`src/rtl/spi_bridge_pkg.sv`:
```
// Shared types and constants for the SPI-to-RAM bridge.
// FSM state encoding and the command byte values.
package spi_bridge_pkg;

    typedef enum logic [2:0] {
        ST_IDLE,
        ST_CMD,
        ST_ADDR,
        ST_WR_DATA,
        ST_RD_DATA,
        ST_IGNORE
    } spi_state_t;

    localparam logic [7:0] CMD_WRITE = 8'h02;
    localparam logic [7:0] CMD_READ  = 8'h03;

endpackage

```
`src/rtl/spi_ram_bridge_sync.sv`:
```
// 2-FF synchroniser plus registered edge detector for one SPI pin.
// Strobes appear 3 clk cycles after the pin edge.
module spi_sync_edge
    import spi_bridge_pkg::*;
#(
    parameter logic RST_VAL = 1'b0
) (
    input  logic clk,
    input  logic rst,
    input  logic din,
    output logic level,
    output logic rise,
    output logic fall
);

    logic s1_q, s1_d;
    logic s2_q, s2_d;
    logic prev_q, prev_d;
    logic rise_q, rise_d;
    logic fall_q, fall_d;

    // next-state: shift the pin through the chain, compare last two stages
    always_comb begin
        s1_d   = din;
        s2_d   = s1_q;
        prev_d = s2_q;
        rise_d = s2_q & ~prev_q;
        fall_d = ~s2_q & prev_q;
    end

    // synchroniser and edge flops
    always_ff @(posedge clk) begin
        if (rst) begin
            s1_q   <= RST_VAL;
            s2_q   <= RST_VAL;
            prev_q <= RST_VAL;
            rise_q <= 1'b0;
            fall_q <= 1'b0;
        end else begin
            s1_q   <= s1_d;
            s2_q   <= s2_d;
            prev_q <= prev_d;
            rise_q <= rise_d;
            fall_q <= fall_d;
        end
    end

    assign level = s2_q;
    assign rise  = rise_q;
    assign fall  = fall_q;

endmodule

```
`src/rtl/spi_ram_bridge.sv`:
```
// SPI mode-0 slave giving a host word access to one RAM port.
// Command, address, then auto-incrementing data words.
module spi_ram_bridge
    import spi_bridge_pkg::*;
#(
    parameter int ADDR_WIDTH = 8,
    parameter int DATA_WIDTH = 32
) (
    input  logic                  clk,
    input  logic                  rst,
    input  logic                  spi_sclk,
    input  logic                  spi_cs_n,
    input  logic                  spi_mosi,
    output logic                  spi_miso,
    output logic                  mem_en,
    output logic                  mem_we,
    output logic [ADDR_WIDTH-1:0] mem_addr,
    output logic [DATA_WIDTH-1:0] mem_wdata,
    input  logic [DATA_WIDTH-1:0] mem_rdata,
    output logic                  busy,
    output logic                  cmd_err
);

    localparam int CW = $clog2(DATA_WIDTH) + 1;
    localparam logic [CW-1:0] BYTE_LAST = CW'(7);
    localparam logic [CW-1:0] WORD_LAST = CW'(DATA_WIDTH - 1);

    logic sclk_lvl, sclk_rise, sclk_fall;
    logic cs_lvl, cs_rise, cs_fall;
    logic mosi_lvl, mosi_rise, mosi_fall;
    logic sig_unused;

    spi_sync_edge #(.RST_VAL(1'b0)) u_sclk (
        .clk(clk), .rst(rst), .din(spi_sclk),
        .level(sclk_lvl), .rise(sclk_rise), .fall(sclk_fall)
    );
    spi_sync_edge #(.RST_VAL(1'b1)) u_cs (
        .clk(clk), .rst(rst), .din(spi_cs_n),
        .level(cs_lvl), .rise(cs_rise), .fall(cs_fall)
    );
    spi_sync_edge #(.RST_VAL(1'b0)) u_mosi (
        .clk(clk), .rst(rst), .din(spi_mosi),
        .level(mosi_lvl), .rise(mosi_rise), .fall(mosi_fall)
    );

    assign sig_unused = sclk_lvl ^ cs_rise ^ mosi_rise ^ mosi_fall;

    spi_state_t            state_q, state_d;
    logic [CW-1:0]         bit_cnt_q, bit_cnt_d;
    logic [DATA_WIDTH-1:0] rx_q, rx_d;
    logic [DATA_WIDTH-1:0] tx_q, tx_d;
    logic [DATA_WIDTH-1:0] wdata_q, wdata_d;
    logic [ADDR_WIDTH-1:0] addr_q, addr_d;
    logic                  wr_q, wr_d;
    logic                  cmd_err_q, cmd_err_d;
    logic                  mem_en_q, mem_en_d;
    logic                  mem_we_q, mem_we_d;
    logic [1:0]            settle_q, settle_d;
    logic                  armed_q, armed_d;
    logic [DATA_WIDTH-1:0] rx_word;

    assign rx_word = {rx_q[DATA_WIDTH-2:0], mosi_lvl};

    // frame decoder: CS-high abort first, then per-state bit handling
    always_comb begin
        state_d   = state_q;
        bit_cnt_d = bit_cnt_q;
        rx_d      = rx_q;
        tx_d      = tx_q;
        wdata_d   = wdata_q;
        addr_d    = addr_q;
        wr_d      = wr_q;
        cmd_err_d = cmd_err_q;
        mem_en_d  = 1'b0;
        mem_we_d  = 1'b0;
        settle_d  = (settle_q == 2'd3) ? settle_q : settle_q + 2'd1;
        // a frame already open at reset must not start until CS is seen high
        armed_d   = armed_q | ((settle_q == 2'd3) & cs_lvl);

        if (mem_en_q && mem_we_q) begin
            addr_d = addr_q + 1'b1;
        end
        if (mem_en_q && !mem_we_q) begin
            tx_d = mem_rdata;
        end

        if (cs_lvl) begin
            state_d   = ST_IDLE;
            bit_cnt_d = '0;
        end else begin
            unique case (state_q)
                ST_IDLE: begin
                    if (cs_fall && armed_q) begin
                        state_d   = ST_CMD;
                        bit_cnt_d = '0;
                        rx_d      = '0;
                    end
                end
                ST_CMD: begin
                    if (sclk_rise) begin
                        rx_d      = rx_word;
                        bit_cnt_d = bit_cnt_q + 1'b1;
                        if (bit_cnt_q == BYTE_LAST) begin
                            bit_cnt_d = '0;
                            if (rx_word[7:0] == CMD_WRITE) begin
                                state_d   = ST_ADDR;
                                wr_d      = 1'b1;
                                cmd_err_d = 1'b0;
                            end else if (rx_word[7:0] == CMD_READ) begin
                                state_d   = ST_ADDR;
                                wr_d      = 1'b0;
                                cmd_err_d = 1'b0;
                            end else begin
                                state_d   = ST_IGNORE;
                                cmd_err_d = 1'b1;
                            end
                        end
                    end
                end
                ST_ADDR: begin
                    if (sclk_rise) begin
                        rx_d      = rx_word;
                        bit_cnt_d = bit_cnt_q + 1'b1;
                        if (bit_cnt_q == BYTE_LAST) begin
                            bit_cnt_d = '0;
                            addr_d    = rx_word[ADDR_WIDTH-1:0];
                            if (wr_q) begin
                                state_d = ST_WR_DATA;
                            end else begin
                                state_d  = ST_RD_DATA;
                                mem_en_d = 1'b1;
                            end
                        end
                    end
                end
                ST_WR_DATA: begin
                    if (sclk_rise) begin
                        rx_d      = rx_word;
                        bit_cnt_d = bit_cnt_q + 1'b1;
                        if (bit_cnt_q == WORD_LAST) begin
                            bit_cnt_d = '0;
                            wdata_d   = rx_word;
                            mem_en_d  = 1'b1;
                            mem_we_d  = 1'b1;
                        end
                    end
                end
                ST_RD_DATA: begin
                    if (sclk_rise) begin
                        bit_cnt_d = bit_cnt_q + 1'b1;
                        if (bit_cnt_q == WORD_LAST) begin
                            bit_cnt_d = '0;
                            addr_d    = addr_q + 1'b1;
                            mem_en_d  = 1'b1;
                        end
                    end else if (sclk_fall && bit_cnt_q != '0) begin
                        // no shift on the fall before a word's first bit
                        tx_d = tx_q << 1;
                    end
                end
                ST_IGNORE: begin
                    state_d = ST_IGNORE;
                end
                default: begin
                    state_d = ST_IDLE;
                end
            endcase
        end
    end

    // bridge state registers
    always_ff @(posedge clk) begin
        if (rst) begin
            state_q   <= ST_IDLE;
            bit_cnt_q <= '0;
            rx_q      <= '0;
            tx_q      <= '0;
            wdata_q   <= '0;
            addr_q    <= '0;
            wr_q      <= 1'b0;
            cmd_err_q <= 1'b0;
            mem_en_q  <= 1'b0;
            mem_we_q  <= 1'b0;
            settle_q  <= '0;
            armed_q   <= 1'b0;
        end else begin
            state_q   <= state_d;
            bit_cnt_q <= bit_cnt_d;
            rx_q      <= rx_d;
            tx_q      <= tx_d;
            wdata_q   <= wdata_d;
            addr_q    <= addr_d;
            wr_q      <= wr_d;
            cmd_err_q <= cmd_err_d;
            mem_en_q  <= mem_en_d;
            mem_we_q  <= mem_we_d;
            settle_q  <= settle_d;
            armed_q   <= armed_d;
        end
    end

    assign spi_miso  = (state_q == ST_RD_DATA) & tx_q[DATA_WIDTH-1];
    assign mem_en    = mem_en_q;
    assign mem_we    = mem_we_q;
    assign mem_addr  = addr_q;
    assign mem_wdata = wdata_q;
    assign busy      = (state_q != ST_IDLE);
    assign cmd_err   = cmd_err_q;

endmodule

```
`config.mk`:
```
export PLATFORM = sky130hd
export DESIGN_NAME = spi_ram_bridge
export DESIGN_NICKNAME = d
export VERILOG_FILES = /design/src/rtl/spi_bridge_pkg.sv /design/src/rtl/spi_ram_bridge_sync.sv /design/src/rtl/spi_ram_bridge.sv
export SDC_FILE = /design/constraint.sdc
export NUM_CORES = 1
export LEC_CHECK = 0
export CAP_MARGIN = 40
export CORE_AREA = 4 4 104 106
export DETAILED_ROUTE_END_ITERATION = 8
export DIE_AREA = 0 0 108 110
export PLACE_DENSITY = 0.92
export SYNTH_ARGS = -nofsm -noshare
export SYNTH_HDL_FRONTEND = slang
export SYNTH_SLANG_ARGS = --single-unit
```
`constraint.sdc`:
```
create_clock -name clk -period 4.05 [get_ports clk]
set_input_delay 1.215 -clock clk [delete_from_list [all_inputs] [get_ports clk]]
set_output_delay 1.215 -clock clk [all_outputs]
set_load 0.01 [all_outputs]
```
# After elaboration in Yosys (flattened, before gate mapping)

Cells that the tools add are included.

Add/sub/neg operators: 3
Reductions and logical operators: 22
Divide/modulo/power cells: 0
Equal/unequal tests: 18
Shift operators: 0
Multiplexer cells: 40
Bitwise logic cells: 11
$lt $le $gt $ge: 0
Multiply operators: 0

Operators with widths:

| cell                  | number |
|---|---|
| $mux W32              | 5 |
| $mux W31              | 2 |
| $pmux W31 S2          | 1 |
| $mux W8               | 6 |
| $mux W6               | 5 |
| $mux W3               | 8 |
| $pmux W6 S3           | 1 |
| $eq A8 B2 Y1 const B  | 2 |
| $pmux W8 S2           | 1 |
| $reduce_and A4 Y1     | 4 |
| $pmux W3 S5           | 1 |
| $ne A2 B1 Y1 const B  | 5 |
| $mux W1               | 9 |
| $add A8 B1 Y8 const B | 1 |
| $add A6 B1 Y6 const B | 1 |
| $eq A3 B2 Y1 const B  | 2 |
| $eq A3 B3 Y1 const B  | 2 |
| $eq A6 B3 Y1 const B  | 1 |
| $eq A6 B5 Y1 const B  | 1 |
| $ne A2 B2 Y1 const B  | 3 |
| $reduce_and A6 Y1     | 1 |
| $reduce_bool A3 Y1    | 2 |
| $reduce_bool A6 Y1    | 1 |
| $reduce_or A2 Y1      | 3 |
| 13 further kinds      | 26 |

Input port bits: 37
Output and inout bits: 45
Bits in latches: 0
Bits in read-only memories: 0
Word-level logic and storage cells: 117
Register bits after elaboration: 130
Memory bits (writable): 0
Memories: 0

# Logic depth before layout (Yosys ltp)

Gate-level depths: netlist of the first run.

Depth after elaboration: 7
Gate-level depth with buffers: 9
Gate-level depth less buffers: 6

# Hierarchy

A second synthesis of the first run with hierarchy kept.

Cell total of the unflattened synthesis: 665
Area total of the unflattened synthesis: 5,681.7 sq um

Modules (own cells, without submodules):

| module         | instances | area an instance (sq um) | cells an instance | seq. area each (sq um) |
|---|---|---|---|---|
| spi_ram_bridge | 1         | 5,280.1                  | 635               | 2,382.3 |
| spi_sync_edge  | 3         | 133.9                    | 10                | 100.1 |

# Worst setup path after synthesis of the first run

Ideal clock, no wire load.

Path kind: input to register
Start: in rst
End: reg mem_we_q (netlist: mem_we)
Arrival time: 2.085 ns
Setup time: 0.128 ns
Cell stages on the path: 4
Required time: 3.922 ns
Path slack: 1.837 ns
Cells stage by stage: clkbuf_1 clkbuf_1 buf_1 nor2_1

Word-level cells in the longest chain between the ends: 1

Ends and longest elaborated chain:

| what                              | RTL line              | RTL |
|---|---|---|
| start: declaration                | spi_ram_bridge.sv:10  | `input logic rst,` |
| $reduce_or A3 Y1 (no source line) | -                     |  |
| end signal: assignment            | spi_ram_bridge.sv:196 | `mem_we_q <= mem_we_d;` |
| end: declaration                  | spi_ram_bridge.sv:57  | `logic mem_we_q, mem_we_d;` |

No other way between the ends.
A chain may end at the register's enable or synchronous reset.

# Final worst setup path of the first run

Start: reg state_q[2]
End: out spi_miso

Word-level cells in the longest chain between the ends: 2

Ends and longest elaborated chain:

| what                     | RTL line              | RTL |
|---|---|---|
| start: declaration       | spi_ram_bridge.sv:48  | `spi_state_t state_q, state_d;` |
| start signal: assignment | spi_ram_bridge.sv:187 | `state_q <= state_d;` |
| $eq A3 B3 Y1             | spi_ram_bridge.sv:202 | `assign spi_miso = (state_q == ST_RD_DATA) & tx_q[DATA_WIDTH-1];` |
| $and A1 B1 Y1            | spi_ram_bridge.sv:202 |  |
| end: declaration         | spi_ram_bridge.sv:14  | `output logic spi_miso,` |

No other way between the ends.

==> results of run 1 <==
[metrics by stage]
step | hold WS, ns | util | power [W] | cells
4_1_cts | 0.427 | 0.719 | 0.00289 | 870
3_3_place_gp | 0.389 | 0.653 | 0.00139 | 834
3_5_place_dp | 0.406 | 0.659 | 0.00140 | 838
6_report | 0.419 | 0.719 | 0.00288 | 870
5_1_grt | 0.448 | 0.719 | 0.00296 | 870
2_1_floorplan | 0.383 | - | 0.00135 | 667
[final cells by class]
type	count	area, um2
multi-input cells	479	2750
fillers	705	2750
flip-flops and latches	130	2600
repair buffers	88	896
clock buffers	18	418
well taps	133	166
clock inverters	14	165
inverters	8	30.0
[synthesized netlist by cell type (6+ instances only)]
cell type  instances
xor2_1             8
a21oi_1           73
a22oi_1            6
clkbuf_1          25
o21ai_0           11
nor2_1            66
nor3_1             7
a31oi_1            6
dfxtp_1          130
buf_1              6
nand2_1          109
buf_2             11
nor2b_1            9
and3_1            10
xnor2_1            8
inv_1              8
nand3_1           37
mux2i_1           35
a211oi_1          32
o22ai_1            7
[critical path, delay by kind of cell, from the launching register on]
family | cells | cell delay (ns)
DFF | 1 | 0.69
buffers and inverters | 1 | 0.55
and+or+nand+nor | 2 | 0.65
[power by group through the flow]
stage          clock [W]  sequential [W]  combinational (W)
3_5_place_dp           0         0.00132          0.0000766
5_1_grt          0.00158         0.00129          0.0000827
3_3_place_gp           0         0.00132          0.0000728
6_report         0.00151         0.00129          0.0000767
4_1_cts          0.00152         0.00129          0.0000769
2_1_floorplan          0         0.00132          0.0000338
[cells by family after synthesis]
logic type | after synthesis
fa+ha+maj | 4
mux | 36
compound gates | 153
simple gates | 270
flops | 130
buf+inv | 58
xor+xnor | 16
[how the worst max path moves through the flow]
stage	cells after the start	slack, ns	end	from
after global routing	3	0.36	spi_miso	state_q[2]
final	3	0.42	spi_miso	state_q[2]
after global placement	3	1.11	spi_miso	state_q[2]
after floorplan	4	1.84	mem_we	rst
after CTS	3	0.46	spi_miso	state_q[2]
after detailed placement	3	1.03	spi_miso	state_q[2]
[per-layer routing]
| layer | GRT usage | part of all wire | vias up |
|---|---|---|---|
| met3 | 0.0617 | 0.079 | 27 |
| met1 | 0.284 | 0.42 | 2311 |
| met5 | 0 | 0 | - |
| met2 | 0.395 | 0.49 | 210 |
| li1 | - | - | 2440 |
| met4 | 0.0613 | 0.015 | 0 |
[sequential cells by signal, indices dropped and copies added (netlist names), 2 cells and up]
register and cells:
bit_cnt_q 6, mem_addr 8, mem_wdata 32, rx_q 31, settle_q 2, state_q 3
tx_q 32
[placed cells by master, fill, tap and decap left out, drive strengths merged, types with 2 or more instances in the layout]
cell type      instances
dfxtp                130
nor2                  68
mux2i                 35
a31oi                  6
nand3b                 3
o221ai                 2
and2                   2
or2                    2
a211oi                32
clkbuf                18
o21a                   3
bufinv                 2
o21ai                 14
o211ai                 3
or3                    3
buf                    8
and4                   2
o32ai                  2
clkdlybuf4s50         80
nand2b                 4
o22ai                  7
inv                   17
a22oi                  6
nand3                 38
a21oi                 74
nor3b                  3
xor2                   8
nand2                109
and3                  10
clkinvlp               2
nor3                   9
nand4                  3
ha                     4
xnor2                  8
nor2b                  9
==> impl_metrics.py, run 1 <==
metrics = {
    "logic_synthesis": {
        "yosys_warnings": 0,
        "syn_area_mm2": 0.00561,
        "synth_top_cell_area_share": 0.464,
        "synth-compound-area-share": 0.166,
        "synthXorXnorAreaFrac": 0.0250,
        "synth-seq-cells": 130,
        "yosys.area.top_type": "dfxtp_1",
        "synth_top_cells_by_area": "dfxtp_1 46%, nand2_1 7.3%, a21oi_1 6.5%",
        "synthMuxAreaShare": 0.0644,
        "yosysUniqueCellTypes": 56,
        "synthSimpleGateAreaFrac": 0.224,
        "syn-num-nets": 708,
        "synth-edff-count": 0,
        "synth_top_family_by_area": "simple AND/OR/NAND/NOR gates",
        "seq_area_frac_synth": 0.464,
        "ys.flop_type": "dfxtp_1",
        "postSynthCellCount": 667,
        "synth_fa_ha_area_frac": 0.00892,
        "ys_async_sr_fraction": 0,
        "syn_area_per_cell_um2": 8.42,
    },
    "hold_path": {
        "hp-class": "register to register",
        "holdPathStages": 1,
        "whs_endpoint": "u_cs.level",
        "worstHoldStart": "u_cs.s1_q",
    },
    "place": {
        "placed_area_mm2": 0.00645,
        "dp_hpwl_um": 8920,
        "pre_cts_ws_ns": 1.03,
        "finalWeightedCongestion": 0.855,
        "io_buffers": 81,
    },
    "sta": {
        "maxSlewViolCount": 0,
        "layout_setup_ws_ns": 0.422,
        "tightest_slew_ns": 0.704,
        "finClkSkew_ns": 0.00844,
        "report.final.setup_viol": 0,
        "rsz0062_at_grt": "false",
        "min_period_ns": 3.63,
        "hold_viol_final": 0,
        "min_period_over_period": 0.896,
        "max_freq_mhz": 276,
        "fin_setup_tns_ns": 0,
        "maxSlewHeadroom": 0.530,
    },
    "power_and_ir_drop": {
        "p_leak_nw": 2.42,
        "pwr-share-clk": 0.523,
        "ir_drop_uv": 295,
        "pwr-share-comb": 0.027,
        "power_density_mw_per_mm2": 409,
        "p_sw_w": 0.000650,
        "p_int_w": 0.00223,
        "p_seq_frac": 0.450,
        "sw_frac_of_total": 0.226,
    },
    "global_routing": {
        "grt_pass1_wl_um": 22000,
        "globalRouteOverflowTotal": 0,
        "grt_pass1_vias": 4811,
        "antenna_found_initial": 0,
        "grt_max_degree": 64,
        "grt.total_usage": 0.229,
    },
    "critical_path": {
        "arrival_ns": 2.41,
        "critical-path-max-stage-delay_ns": 0.69,
        "worstSetupEndpointType": "output pin",
        "worstPathRequired_ns": 2.83,
        "path_max_fanout": 19,
        "worstSetupPathType": "register to output pin",
        "worst_setup_path_start_kind": "register",
        "reg2reg_from": "state_q[0]",
        "path_cells": "nor3b_2 -> and2_1 -> clkdlybuf4s50_1",
        "critPathSlowestCell": "dfxtp_1",
        "r2r-end": "bit_cnt_q[5]",
        "reg2regPathDepth": 5,
        "r2r_slack_ns": 1.66,
    },
    "drt": {
        "ant_nets": 0,
        "wire_per_inst_um": 15.4,
        "routed_wl_um": 13400,
        "drtPass1Iterations": 5,
        "drt_iter0_markers": 357,
        "via_count": 4988,
        "drc": 0,
        "routed_via_density": 5.73,
    },
    "run": {
        "maxCapViolCount": 0,
    },
    "clocking": {
        "cts_buffers": 17,
        "clk_pin_slew_ns": 0.06,
        "cts_tree": "built",
        "htreeDepth": 4,
        "max-clock-path-buffers": 2,
        "cts_hold_buffers": 0,
        "root_buffer": "clkbuf_8",
        "ctsResizeCount": 0,
        "post-cts-setup-buffers": 0,
        "clock_latency_ns": 0.52,
        "cts_sinks": 130,
    },
    "floorplanning": {
        "dieArea_mm2": 0.0119,
        "die_h_um": 110,
        "ios": 82,
        "die_w_um": 108,
        "num_rows": 36,
        "start_util": 0.574,
        "core_area_mm2": 0.00977,
    },
    "final_layout": {
        "area_growth_pct": 25.2,
        "layout-drive-gt1-share": 0.0746,
        "nets": 765,
        "design_area_mm2": 0.00703,
        "antenna_cells": 0,
    },
    "run_status": {
        "status": "complete, no violations",
    },
}
Note: power is estimated with default switching activity, not from simulation.
==> run 2: changes to the inputs <==
--- a/config.mk
+++ b/config.mk
@@ -9,6 +9,7 @@
 export CORE_AREA = 4 4 104 106
 export DETAILED_ROUTE_END_ITERATION = 8
 export DIE_AREA = 0 0 108 110
+export GPL_ROUTABILITY_DRIVEN = 1
 export PLACE_DENSITY = 0.92
 export SYNTH_ARGS = -nofsm -noshare
 export SYNTH_HDL_FRONTEND = slang
==> results of run 2 <==
Same layout as run 1: the final DEF is identical, and so are final timing and power.
==> run 3: changes to the inputs <==
--- a/config.mk
+++ b/config.mk
@@ -6,11 +6,12 @@
 export NUM_CORES = 1
 export LEC_CHECK = 0
 export CAP_MARGIN = 40
-export CORE_AREA = 4 4 104 106
+export CORE_AREA = 4 4 107 109
 export DETAILED_ROUTE_END_ITERATION = 8
-export DIE_AREA = 0 0 108 110
+export DIE_AREA = 0 0 111 113
 export GPL_ROUTABILITY_DRIVEN = 1
-export PLACE_DENSITY = 0.92
+export GPL_TIMING_DRIVEN = 0
+export PLACE_DENSITY = 0.88
 export SYNTH_ARGS = -nofsm -noshare
 export SYNTH_HDL_FRONTEND = slang
 export SYNTH_SLANG_ARGS = --single-unit
==> run 3 against run 2 <==
- total power fell by 5.1%
- combinational power rose by 6.5%
- highest routed layer unchanged
- clock skew fell by 0.0019 ns
- via count rose by 4.5%
- largest cell class unchanged
- sequential power barely moved
- sequential cell count did not move
- sequential share of layout area fell by 0.48 points
- final area rose by 1.3%
==> impl_metrics.py, run 3 (synthesis results as in run 1) <==
metrics = {
    "critical_path": {
        "worstPathRequired_ns": 2.83,
        "worstSetupPathType": "register to output pin",
        "critical-path-max-stage-delay_ns": 0.55,
        "path_buf_inv": 2,
        "critPathSlowestCell": "clkdlybuf4s50_1",
        "path_delay_family": "buffers and inverters",
        "worst_setup_path_start_kind": "register",
        "path_max_fanout": 10,
        "arrival_ns": 2.18,
        "path_cells": "buf_2 -> nor3b_2 -> and2_1 -> clkdlybuf4s50_1",
        "worstSetupEndpointType": "output pin",
    },
    "clocking": {
        "max-clock-path-buffers": 2,
        "cts_tree": "built",
        "htreeDepth": 4,
        "clk_pin_slew_ns": 0.06,
        "cts_hold_buffers": 0,
        "ctsResizeCount": 0,
        "clock_latency_ns": 0.51,
        "cts_buffers": 17,
        "cts_sinks": 130,
        "root_buffer": "clkbuf_8",
        "post-cts-setup-buffers": 0,
    },
    "final_layout": {
        "mostFrequentLayoutCell": "dfxtp_1",
        "nets": 808,
        "layout-drive-gt1-share": 0.0809,
        "area_growth_pct": 26.9,
        "final_cell_count_no_fill": 919,
        "final_cell_mix": "130 x dfxtp_1, 109 x nand2_1, 81 x clkdlybuf4s50_1",
        "antenna_cells": 0,
    },
    "drt": {
        "routed_via_density": 5.67,
        "ant_nets": 0,
        "drt_iter0_markers": 421,
        "drc": 0,
        "routed_wl_um": 13900,
        "wire_per_inst_um": 15.1,
        "via_count": 5212,
        "drtPass1Iterations": 6,
    },
    "run": {
        "maxCapViolCount": 0,
    },
    "power_and_ir_drop": {
        "power_density_mw_per_mm2": 383,
        "ir_drop_uv": 262,
        "p_leak_nw": 2.47,
    },
    "sta": {
        "maxSlewViolCount": 0,
        "finClkSkew_ns": 0.00652,
        "max_freq_mhz": 294,
        "min_period_over_period": 0.838,
        "maxSlewHeadroom": 0.535,
        "min_period_ns": 3.40,
        "hold_viol_final": 0,
        "tightest_slew_ns": 0.691,
        "rsz0062_at_grt": "false",
        "report.final.setup_viol": 0,
        "fin_setup_tns_ns": 0,
    },
    "global_routing": {
        "grt.total_usage": 0.220,
        "grt_pass1_wl_um": 23200,
        "globalRouteOverflowTotal": 0,
        "grt_pass1_vias": 5130,
        "grt_max_degree": 17,
        "antenna_found_initial": 0,
    },
    "floorplanning": {
        "ios": 82,
        "dieArea_mm2": 0.0125,
        "start_util": 0.529,
        "num_rows": 38,
        "die_h_um": 113,
        "die_w_um": 111,
        "core_area_mm2": 0.0106,
    },
    "place": {
        "io_buffers": 81,
        "dp.cells": 888,
        "dp_hpwl_um": 9840,
        "finalWeightedCongestion": 0.926,
    },
    "run_status": {
        "status": "complete, no violations",
    },
    "hold_path": {
        "hp-class": "register to register",
    },
}
-- run 3: changes by cell type in the layout (fill, tap and decap cells not counted), moves of 2 or more --
cell        before  now
clkbuf_1         1   26
buf_2            0   11
buf_1            0    6
buf_6            0    3
buf_8            3    0
inv_6            8    5
bufinv_16        2    0
clkinv_4         1    3
clkinvlp_4       2    4
-- run 3: layout make-up --
class | count | area, um2
Fill cell | 816 | 3480
Multi-Input combinational cell | 479 | 2740
Sequential cell | 130 | 2600
Timing Repair Buffer | 81 | 811
Clock buffer | 18 | 418
Buffer | 50 | 240
Tap cell | 140 | 175
Clock inverter | 13 | 105
Inverter | 8 | 30.0
-- run 3: worst paths after layout --
path	startpoint	endpoint	slack [ns]	cells after the start
min	u_sclk.prev_q	u_sclk.rise	0.40	1
max	state_q[2]	spi_miso	0.65	4
min reg2reg	u_sclk.prev_q	u_sclk.rise	0.40	1
max reg2reg	bit_cnt_q[1]	mem_wdata[29]	1.81	8
-- run 3: where the power goes --
group          internal (W)  total (W)  switching [W]  leakage, nW
logic             0.0000436  0.0000817      0.0000381         1.18
registers           0.00129    0.00129     0.00000539         1.05
clock network      0.000758    0.00135       0.000596        0.245
-- run 3: routing by layer --
| layer | vias to the layer above | global-route usage | part of all wire |
|---|---|---|---|
| met5 | - | 0 | 0 |
| met1 | 2472 | 0.261 | 0.43 |
| met4 | 0 | 0.0739 | 0.017 |
| li1 | 2513 | - | - |
| met2 | 198 | 0.389 | 0.49 |
| met3 | 29 | 0.0578 | 0.064 |
-- run 3: per-stage QoR --
stage	worst slack, ns	hold WS, ns	cell area [um2]	utilization	power, W
6_report	0.654	0.403	7120	0.672	0.00273
5_1_grt	0.567	0.424	7120	0.672	0.00280
4_1_cts	0.670	0.406	7120	0.672	0.00274
3_5_place_dp	0.732	0.397	6600	0.622	0.00140
3_3_place_gp	0.759	0.388	6600	0.622	0.00140
2_1_floorplan	1.84	0.383	5610	-	0.00135
